## config.mk

```make
export PLATFORM = sky130hd
export DESIGN_NAME = dp_sequencer
export DESIGN_NICKNAME = d
export VERILOG_FILES = /design/src/rtl/dp_pkg.sv /design/src/rtl/dp_sequencer.sv
export SDC_FILE = /design/constraint.sdc
export NUM_CORES = 1
export LEC_CHECK = 0
export CAP_MARGIN = 30
export CORE_AREA = 2 2 63 65
export CTS_CLUSTER_SIZE = 12
export DETAILED_ROUTE_END_ITERATION = 12
export DIE_AREA = 0 0 65 67
export PLACE_DENSITY = 0.73
export SLEW_MARGIN = 10
export SYNTH_ARGS = -nofsm -noshare
export SYNTH_HDL_FRONTEND = slang
export SYNTH_SLANG_ARGS = --single-unit
export TNS_END_PERCENT = 30
```

## constraint.sdc

```tcl
create_clock -name clock -period 1.9 [get_ports clock]
set_input_delay 0.38 -clock clock [delete_from_list [all_inputs] [get_ports clock]]
set_output_delay 0.38 -clock clock [all_outputs]
set_load 0.05 [all_outputs]
```

## src/rtl/dp_pkg.sv

```systemverilog
// -----------------------------------------------------------------------------
// dp_pkg
// Shared definitions for the lab datapath micro-sequencer:
//   - state_e   : sequencer FSM states
//   - KIND_*    : instruction kind codes
//   - F_*       : ALU function codes
//   - BS_*      : bus-mux select codes
//   - is_legal / is_unary : instruction decode helpers
// -----------------------------------------------------------------------------
package dp_pkg;

    typedef enum logic [3:0] {
        S_IDLE  = 4'd0,
        S_RD_A  = 4'd1,
        S_MUX_A = 4'd2,
        S_LD_A  = 4'd3,
        S_RD_B  = 4'd4,
        S_MUX_B = 4'd5,
        S_LD_B  = 4'd6,
        S_EXEC  = 4'd7,
        S_MUX_R = 4'd8,
        S_MUX_K = 4'd9,
        S_WB    = 4'd10,
        S_DONE  = 4'd11,
        S_ERR   = 4'd12
    } state_e;

    localparam logic [1:0] KIND_ALU = 2'b00;
    localparam logic [1:0] KIND_LDK = 2'b01;
    localparam logic [1:0] KIND_MOV = 2'b10;

    localparam logic [2:0] F_NOP = 3'd0;
    localparam logic [2:0] F_ADD = 3'd1;
    localparam logic [2:0] F_SUB = 3'd2;
    localparam logic [2:0] F_INC = 3'd3;
    localparam logic [2:0] F_DEC = 3'd4;
    localparam logic [2:0] F_AND = 3'd5;
    localparam logic [2:0] F_MUL = 3'd6;

    localparam logic [2:0] BS_K0  = 3'd0;
    localparam logic [2:0] BS_K1  = 3'd1;
    localparam logic [2:0] BS_K2  = 3'd2;
    localparam logic [2:0] BS_K3  = 3'd3;
    localparam logic [2:0] BS_REG = 3'd4;
    localparam logic [2:0] BS_ALU = 3'd5;

    // ALU ops need a function code in 1..6; LDK and MOV are always legal.
    function automatic logic is_legal(input logic [1:0] kind, input logic [2:0] f);
        logic ok;
        case (kind)
            KIND_ALU: ok = (f != F_NOP) && (f != 3'd7);
            KIND_LDK: ok = 1'b1;
            KIND_MOV: ok = 1'b1;
            default:  ok = 1'b0;
        endcase
        return ok;
    endfunction

    // Unary ops only use buffer A.
    function automatic logic is_unary(input logic [2:0] f);
        return (f == F_INC) || (f == F_DEC);
    endfunction

endpackage

```

## src/rtl/dp_sequencer.sv

```systemverilog
// -----------------------------------------------------------------------------
// dp_sequencer
// Micro-sequencer for the 8-bit lab datapath. Accepts one instruction per
// start pulse (ALU op, load-constant, move) and steps the datapath control
// lines so each registered stage is valid before it is consumed.
//
// Ports:
//   clock, reset_n            : clock (rising edge), async active-low reset
//   start, kind, alu_f,
//   rs, rt, rd                : instruction request, sampled only in IDLE
//   reg_add, RNW, BS,
//   WrA, WrB, ALUop           : datapath controls (all registered)
//   busy, done, err           : status (all registered)
// -----------------------------------------------------------------------------
module dp_sequencer
    import dp_pkg::*;
#(
    parameter logic [2:0] SEL_REG      = BS_REG,
    parameter logic [2:0] SEL_ALU      = BS_ALU,
    parameter bit         SKIP_B_UNARY = 1'b1
) (
    input  logic       clock,
    input  logic       reset_n,
    input  logic       start,
    input  logic [1:0] kind,
    input  logic [2:0] alu_f,
    input  logic [2:0] rs,
    input  logic [2:0] rt,
    input  logic [2:0] rd,
    output logic [2:0] reg_add,
    output logic       RNW,
    output logic [2:0] BS,
    output logic       WrA,
    output logic       WrB,
    output logic [2:0] ALUop,
    output logic       busy,
    output logic       done,
    output logic       err
);

    state_e     state_q, state_d;
    logic [1:0] kind_q, kind_d;
    logic [2:0] f_q, f_d;
    logic [2:0] rs_q, rs_d;
    logic [2:0] rt_q, rt_d;
    logic [2:0] rd_q, rd_d;

    logic [2:0] reg_add_q, reg_add_d;
    logic       rnw_q, rnw_d;
    logic [2:0] bs_q, bs_d;
    logic       wra_q, wra_d;
    logic       wrb_q, wrb_d;
    logic [2:0] aluop_q, aluop_d;
    logic       busy_q, busy_d;
    logic       done_q, done_d;
    logic       err_q, err_d;

    // Next state, instruction latch, and next-cycle output decode.
    always_comb begin
        state_d = state_q;
        kind_d  = kind_q;
        f_d     = f_q;
        rs_d    = rs_q;
        rt_d    = rt_q;
        rd_d    = rd_q;

        case (state_q)
            S_IDLE: begin
                if (start) begin
                    kind_d = kind;
                    f_d    = alu_f;
                    rs_d   = rs;
                    rt_d   = rt;
                    rd_d   = rd;
                    if (!is_legal(kind, alu_f)) begin
                        state_d = S_ERR;
                    end else if (kind == KIND_LDK) begin
                        state_d = S_MUX_K;
                    end else begin
                        state_d = S_RD_A;
                    end
                end else begin
                    state_d = S_IDLE;
                end
            end
            S_RD_A:  state_d = S_MUX_A;
            S_MUX_A: state_d = (kind_q == KIND_MOV) ? S_WB : S_LD_A;
            S_LD_A:  state_d = (SKIP_B_UNARY && is_unary(f_q)) ? S_EXEC : S_RD_B;
            S_RD_B:  state_d = S_MUX_B;
            S_MUX_B: state_d = S_LD_B;
            S_LD_B:  state_d = S_EXEC;
            S_EXEC:  state_d = S_MUX_R;
            S_MUX_R: state_d = S_WB;
            S_MUX_K: state_d = S_WB;
            S_WB:    state_d = S_DONE;
            S_DONE:  state_d = S_IDLE;
            S_ERR:   state_d = S_IDLE;
            default: state_d = S_IDLE;
        endcase

        // Outputs are decoded from the state being entered so that, once
        // registered, they line up with that state's cycle. BS and reg_add
        // hold unless the entered state sets them.
        reg_add_d = reg_add_q;
        rnw_d     = 1'b1;
        bs_d      = bs_q;
        wra_d     = 1'b0;
        wrb_d     = 1'b0;
        aluop_d   = 3'd0;
        busy_d    = (state_d != S_IDLE);
        done_d    = 1'b0;
        err_d     = 1'b0;

        case (state_d)
            S_RD_A:  reg_add_d = rs_d;
            S_MUX_A: bs_d = SEL_REG;
            S_LD_A: begin
                bs_d  = SEL_REG;
                wra_d = 1'b1;
            end
            S_RD_B:  reg_add_d = rt_d;
            S_MUX_B: bs_d = SEL_REG;
            S_LD_B: begin
                bs_d  = SEL_REG;
                wrb_d = 1'b1;
            end
            S_EXEC:  aluop_d = f_d;
            // ALUop stays on so the ALU result register is not cleared
            // while the bus mux is capturing it.
            S_MUX_R: begin
                aluop_d = f_d;
                bs_d    = SEL_ALU;
            end
            S_MUX_K: bs_d = {1'b0, rt_d[1:0]};
            S_WB: begin
                reg_add_d = rd_d;
                rnw_d     = 1'b0;
            end
            S_DONE:  done_d = 1'b1;
            S_ERR:   err_d = 1'b1;
            default: reg_add_d = reg_add_q;
        endcase
    end

    // State, latched instruction and registered outputs.
    always_ff @(posedge clock or negedge reset_n) begin
        if (!reset_n) begin
            state_q   <= S_IDLE;
            kind_q    <= 2'd0;
            f_q       <= 3'd0;
            rs_q      <= 3'd0;
            rt_q      <= 3'd0;
            rd_q      <= 3'd0;
            reg_add_q <= 3'd0;
            rnw_q     <= 1'b1;
            bs_q      <= 3'd0;
            wra_q     <= 1'b0;
            wrb_q     <= 1'b0;
            aluop_q   <= 3'd0;
            busy_q    <= 1'b0;
            done_q    <= 1'b0;
            err_q     <= 1'b0;
        end else begin
            state_q   <= state_d;
            kind_q    <= kind_d;
            f_q       <= f_d;
            rs_q      <= rs_d;
            rt_q      <= rt_d;
            rd_q      <= rd_d;
            reg_add_q <= reg_add_d;
            rnw_q     <= rnw_d;
            bs_q      <= bs_d;
            wra_q     <= wra_d;
            wrb_q     <= wrb_d;
            aluop_q   <= aluop_d;
            busy_q    <= busy_d;
            done_q    <= done_d;
            err_q     <= err_d;
        end
    end

    assign reg_add = reg_add_q;
    assign RNW     = rnw_q;
    assign BS      = bs_q;
    assign WrA     = wra_q;
    assign WrB     = wrb_q;
    assign ALUop   = aluop_q;
    assign busy    = busy_q;
    assign done    = done_q;
    assign err     = err_q;

endmodule

```

# Word level (Yosys, flattened, before mapping)
# Cells that the tools add are included.
# totals
inputBits	17
mem_count	0
latch_bits	0
mem_bits_rw	0
ff_bits	33
out_inout_bits	15
mem_bits_ro	0
# classes
n_reduce_logical	13
n_eq_ne	28
order_cmp	0
mux	25
n_shift	0
bitwise	0
n_mul	0
div	0
add_sub_neg	0
# op_table
cell	n
case mux 4 bit (10 select lines)	1
equality test 4 x 3 -> 1 bit (second input constant)	8
equality test 4 bit (second input constant)	8
two-way mux 3 bit	9
case mux 3 bit (3 select lines)	2
equality test 4 x 2 -> 1 bit (second input constant)	4
two-way mux 4 bit	4
nonzero test 3 bit	3
equality test 4 x 1 -> 1 bit (second input constant)	2
two-way mux 1 bit	7
OR reduction 2 bit	3
equality test 2 bit (second input constant)	2
zero test 4 bit	1
nonzero test 4 bit	1
OR reduction 4 bit	1
equality test 3 x 2 -> 1 bit (second input constant)	1
equality test 3 bit (second input constant)	1
inequality test 3 bit (second input constant)	1
equality test 2 x 1 -> 1 bit (second input constant)	1
zero test 2 bit	1
two-way mux 2 bit	1
case mux 1 bit (2 select lines)	1
AND reduction 2 bit	1
logical AND 1 bit	1
logical OR 1 bit	1

# Logic depth before layout (Yosys ltp)
# logic_depth
ltp_word	11
depth_mapped	8
mapped_depth_nobuf	7

# Least setup slack after synthesis
# No wires, ideal clock.
# synth_timing
kind	reg2reg
start	register state_q[2]
end	register reg_add_q[0] (netlist: reg_add[0])
t_arrival_ns	1.880
n_path_buf	1
path_stages_with_launch	7
t_required_ns	1.755
slack_ns	-0.125
cell_sequence	dfrtp_1 buf_4 nor4bb_1 or3b_2 and3_1 a2111oi_0 a221oi_1
# synth_via
elab_chain_len	5
elab_cells_between_ends	21
cone_classes	eq/ne (13); mux (5); reduce/logical (3)
# synth_rtl
element	line	text
from (decl)	dp_sequencer.sv:41	state_e state_q, state_d;
from (signal assigned)	dp_sequencer.sv:164	state_q <= state_d;
equality test 4 bit	dp_sequencer.sv:67	case (state_q)
OR reduction 2 bit (no line)	--	
case mux 4 bit (10 select lines)	dp_sequencer.sv:67	
equality test 4 bit, or another cell as far along	dp_sequencer.sv:114	case (state_d)
case mux 3 bit (3 select lines) or nonzero test 3 bit (tied branches)	--	
to (signal assigned)	dp_sequencer.sv:170	reg_add_q <= reg_add_d;
to (decl)	dp_sequencer.sv:48	logic [2:0] reg_add_q, reg_add_d;
# Parallel ways exist; a longest one is shown, timed or not.
# A chain may end at the register's enable or synchronous reset.

# Worst setup path in the final report
# layout_timing
start	register state_q[0]
end	register reg_add_q[1] (netlist: reg_add[1])
# layout_via
elab_cells_between_ends	21
cone_classes	eq/ne (13); mux (5); reduce/logical (3)
# layout_lines
element	line	text
zero test 4 bit	dp_sequencer.sv:67	
two-way mux 3 bit	dp_sequencer.sv:67	
via rs_d[1]	dp_sequencer.sv:44	logic [2:0] rs_q, rs_d;
case mux 3 bit (3 select lines)	dp_sequencer.sv:114	
# The timed path passes the listed nets, and every way through them passes these cells.

==> reports/results.ini <==
[final_layout]
antenna_cells=0
n_fill_cell=261
multi_input_area_sq_um=916
nets=238
seq_area_sq_um=830
drive_gt1_share_pct=40.2
fin_util_pct=70.4
area_delta_synth_final_pct=55.1
finalInstanceArea_sq_um=2540

[synth]
synthesis.nets=171
synthDistinctLibCells=44
syn_avg_cell_area_sq_um=10.8
synth_commonest_cells=dfrtp_1 (32), nand2_1 (10), inv_1 (9), o21ai_0 (9)
synth_top_area_share_pct=48.9
yosysSeqAreaShare_pct=50.5
synth_top_area_cell=dfrtp_1
synth.most_common_cell=dfrtp_1
async_flop_share_pct=100
ys_dominant_reg_cell=dfrtp_1
synth_area_sq_um=1640
synth.top_cells.by_area=dfrtp_1 (49%), mux2_2 (5.5%), o21ai_0 (2.8%)
synth_edf_count=0
ys_ff_latch=33
synthesis.instances=151
ys_warn_count=0

[worst_setup_path]
crit_arrival_ns=2.28
cp.buffers_inverters=3
rr_worst_depth=8
endpoint_kind=flop
criticalPathCategory=flop to flop
r2r_end=reg_add[1]
rr_startpoint=state_q[0]
path_cells=buf_6 > nor4_4 > nand2_4 > buf_4 > buf_4 > mux2_2 > nor2_1 > a221oi_2
r2r_setup_slack_ns=-0.19
cp_slowest_cell=dfrtp_1
required_ns=2.09
crit_top_cell=buf_4
slowest_delay_ns=0.43
worstSetupStartpointType=flop
critical-path-top-delay-family=simple AND/OR/NAND/NOR gates
crit_fanout=7

[drt]
dr.pass1.iters=4
wl_per_cell_um=16.6
drc_errors=0
routed_via_density=5.59
wl_mm=4.43
ant_nets=0
vias=1492
drt-initial-drc-count=70

[global_routing]
antenna_found_initial=0
gr-usage-met3_pct=4.90
grt_pass1_vias=1495
grt_pass1_wl_mm=6.89
grt.busiest_layer=met2
grt-ovfl-total=0
grt_max_degree=34
met2_usage_pct=36.2
gr-usage-met1_pct=25.9
grtUsageTotal_pct=21.6

[status]
failed_checks=setup timing
outcome=finished, violations left

[worst_hold_path]
hp-start=kind[0]
hold_path_depth=3
hold_class=input port to flop
min_to=kind_q[0]

[sta]
finalCriticalPeriod_ns=2.09
setup_violations=8
period_share_pct=110
hold_viol=0
fmax_ghz=0.479
whs_ns=0.439
setup_tns_ns=-1.06
max_slew.worst_pin.slew_ns=0.505
max-slew-margin-rel_pct=66.0
rsz0062_at_grt=true
setup_ws_ns=-0.186
clock-skew-final_ns=0.00498
maxSlewViolCount=0

[power_and_ir_drop]
power.total_mw=4.92
p_leak_nw=1.14
cellPowerDensity_nw_per_um2=1940
ir_drop_mv=1.13

[floorplan]
placement_rows=22
start_util_pct=45.4
die_h_um=67
dieArea_sq_um=4360
die_x_um=65
io_pins=32
coreArea_sq_um=3610

[clock_network]
cts_max_level=2
ctsLongestPathBuffers=2
root_buffer=clkbuf_8
tritoncts=done
cts_hold_buf=0
clkTransAtPathRegs_ns=0.07
clk_latency_ns=0.29
cts_buffers=5
clock_sinks=33

[placed_design]
port_buffers=31
place_area_sq_um=2200
gp_congestion=0.884
dpl.hpwl_mm=3.01

[flow_run]
cap_violations=0

[kinds of logic (layout without fill, tap and decap cells)]
group	Yosys count	count (layout)	synth area share, %
buf+inv	17	85	5.04
mux	11	11	7.33
fa+ha+maj	3	3	2.29
simple gates	54	54	20.2
flops	33	33	50.5
compound gates	33	33	14.6
[registers in the layout, indices dropped and copies added (netlist names), 2 cells and up]
name	count
kind_q	2
ALUop	3
f_q	3
state_q	4
reg_add	3
rt_q	3
rs_q	3
BS	3
rd_q	3
[final cells by class]
cell class | instances | share of cell area [%]
clock buffer | 6 | 3.25
clock inverter | 2 | 1.48
inverter | 10 | 1.48
multi-input combinational | 101 | 36.1
sequential | 33 | 32.7
tap | 48 | 2.36
timing repair buffer | 67 | 22.7
[worst max path at each step]
stage,startpoint,end,slack (ns),cells past startpoint
finish,state_q[0],reg_add[1],-0.19,8
global route,state_q[0],reg_add[2],-0.26,6
CTS,state_q[1],reg_add[2],-0.14,6
detailed placement,kind[1],reg_add[2],-0.53,8
global placement,kind[0],reg_add[0],-0.41,8
floorplan,state_q[2],reg_add[0],-0.05,7
[cell usage in the layout, fill, tap and decap left out, types with 3 or more instances in the layout]
master           instances
nor3b_1                  4
inv_1                    9
a2111oi_4                3
nand2b_1                 3
dfrtp_1                 30
clkbuf_8                 6
a221oi_2                 3
clkdlybuf4s50_1         24
buf_4                   39
nand3_1                  7
nand2_1                 10
nor2_1                   7
mux2_2                   8
o21ai_0                  6
[per-layer routing]
metal	share of wire [%]	wire length [um]
met2	53	2340
met1	40	1780
met4	2.6	113
met5	0	0
met3	4.4	196
[power by group]
group	switching, mW	internal, mW	total (mW)
sequential	0.193	1.03	1.22
combinational	1.64	1.37	3.01
clock	0.263	0.426	0.689
[what timing repair did]
item	in CTS	in global routing
pin swaps	6	5
resized for setup	12	24
setup endpoints to repair	9	10
setup buffers	4	1
cloned	0	0
[stage by stage]
stage | worst slack, ns | instances
after global placement | -0.409 | 254
after global routing | -0.261 | 267
after floorplan | -0.0489 | 151
final | -0.186 | 267
after detailed placement | -0.527 | 254
after CTS | -0.142 | 266
[worst min-delay path: stages]
cell,delay (ns)
dlymetal6s2s_1,0.13
inv_1,0.08
o21ai_0,0.09
Note: power is estimated with default switching activity, not from simulation.
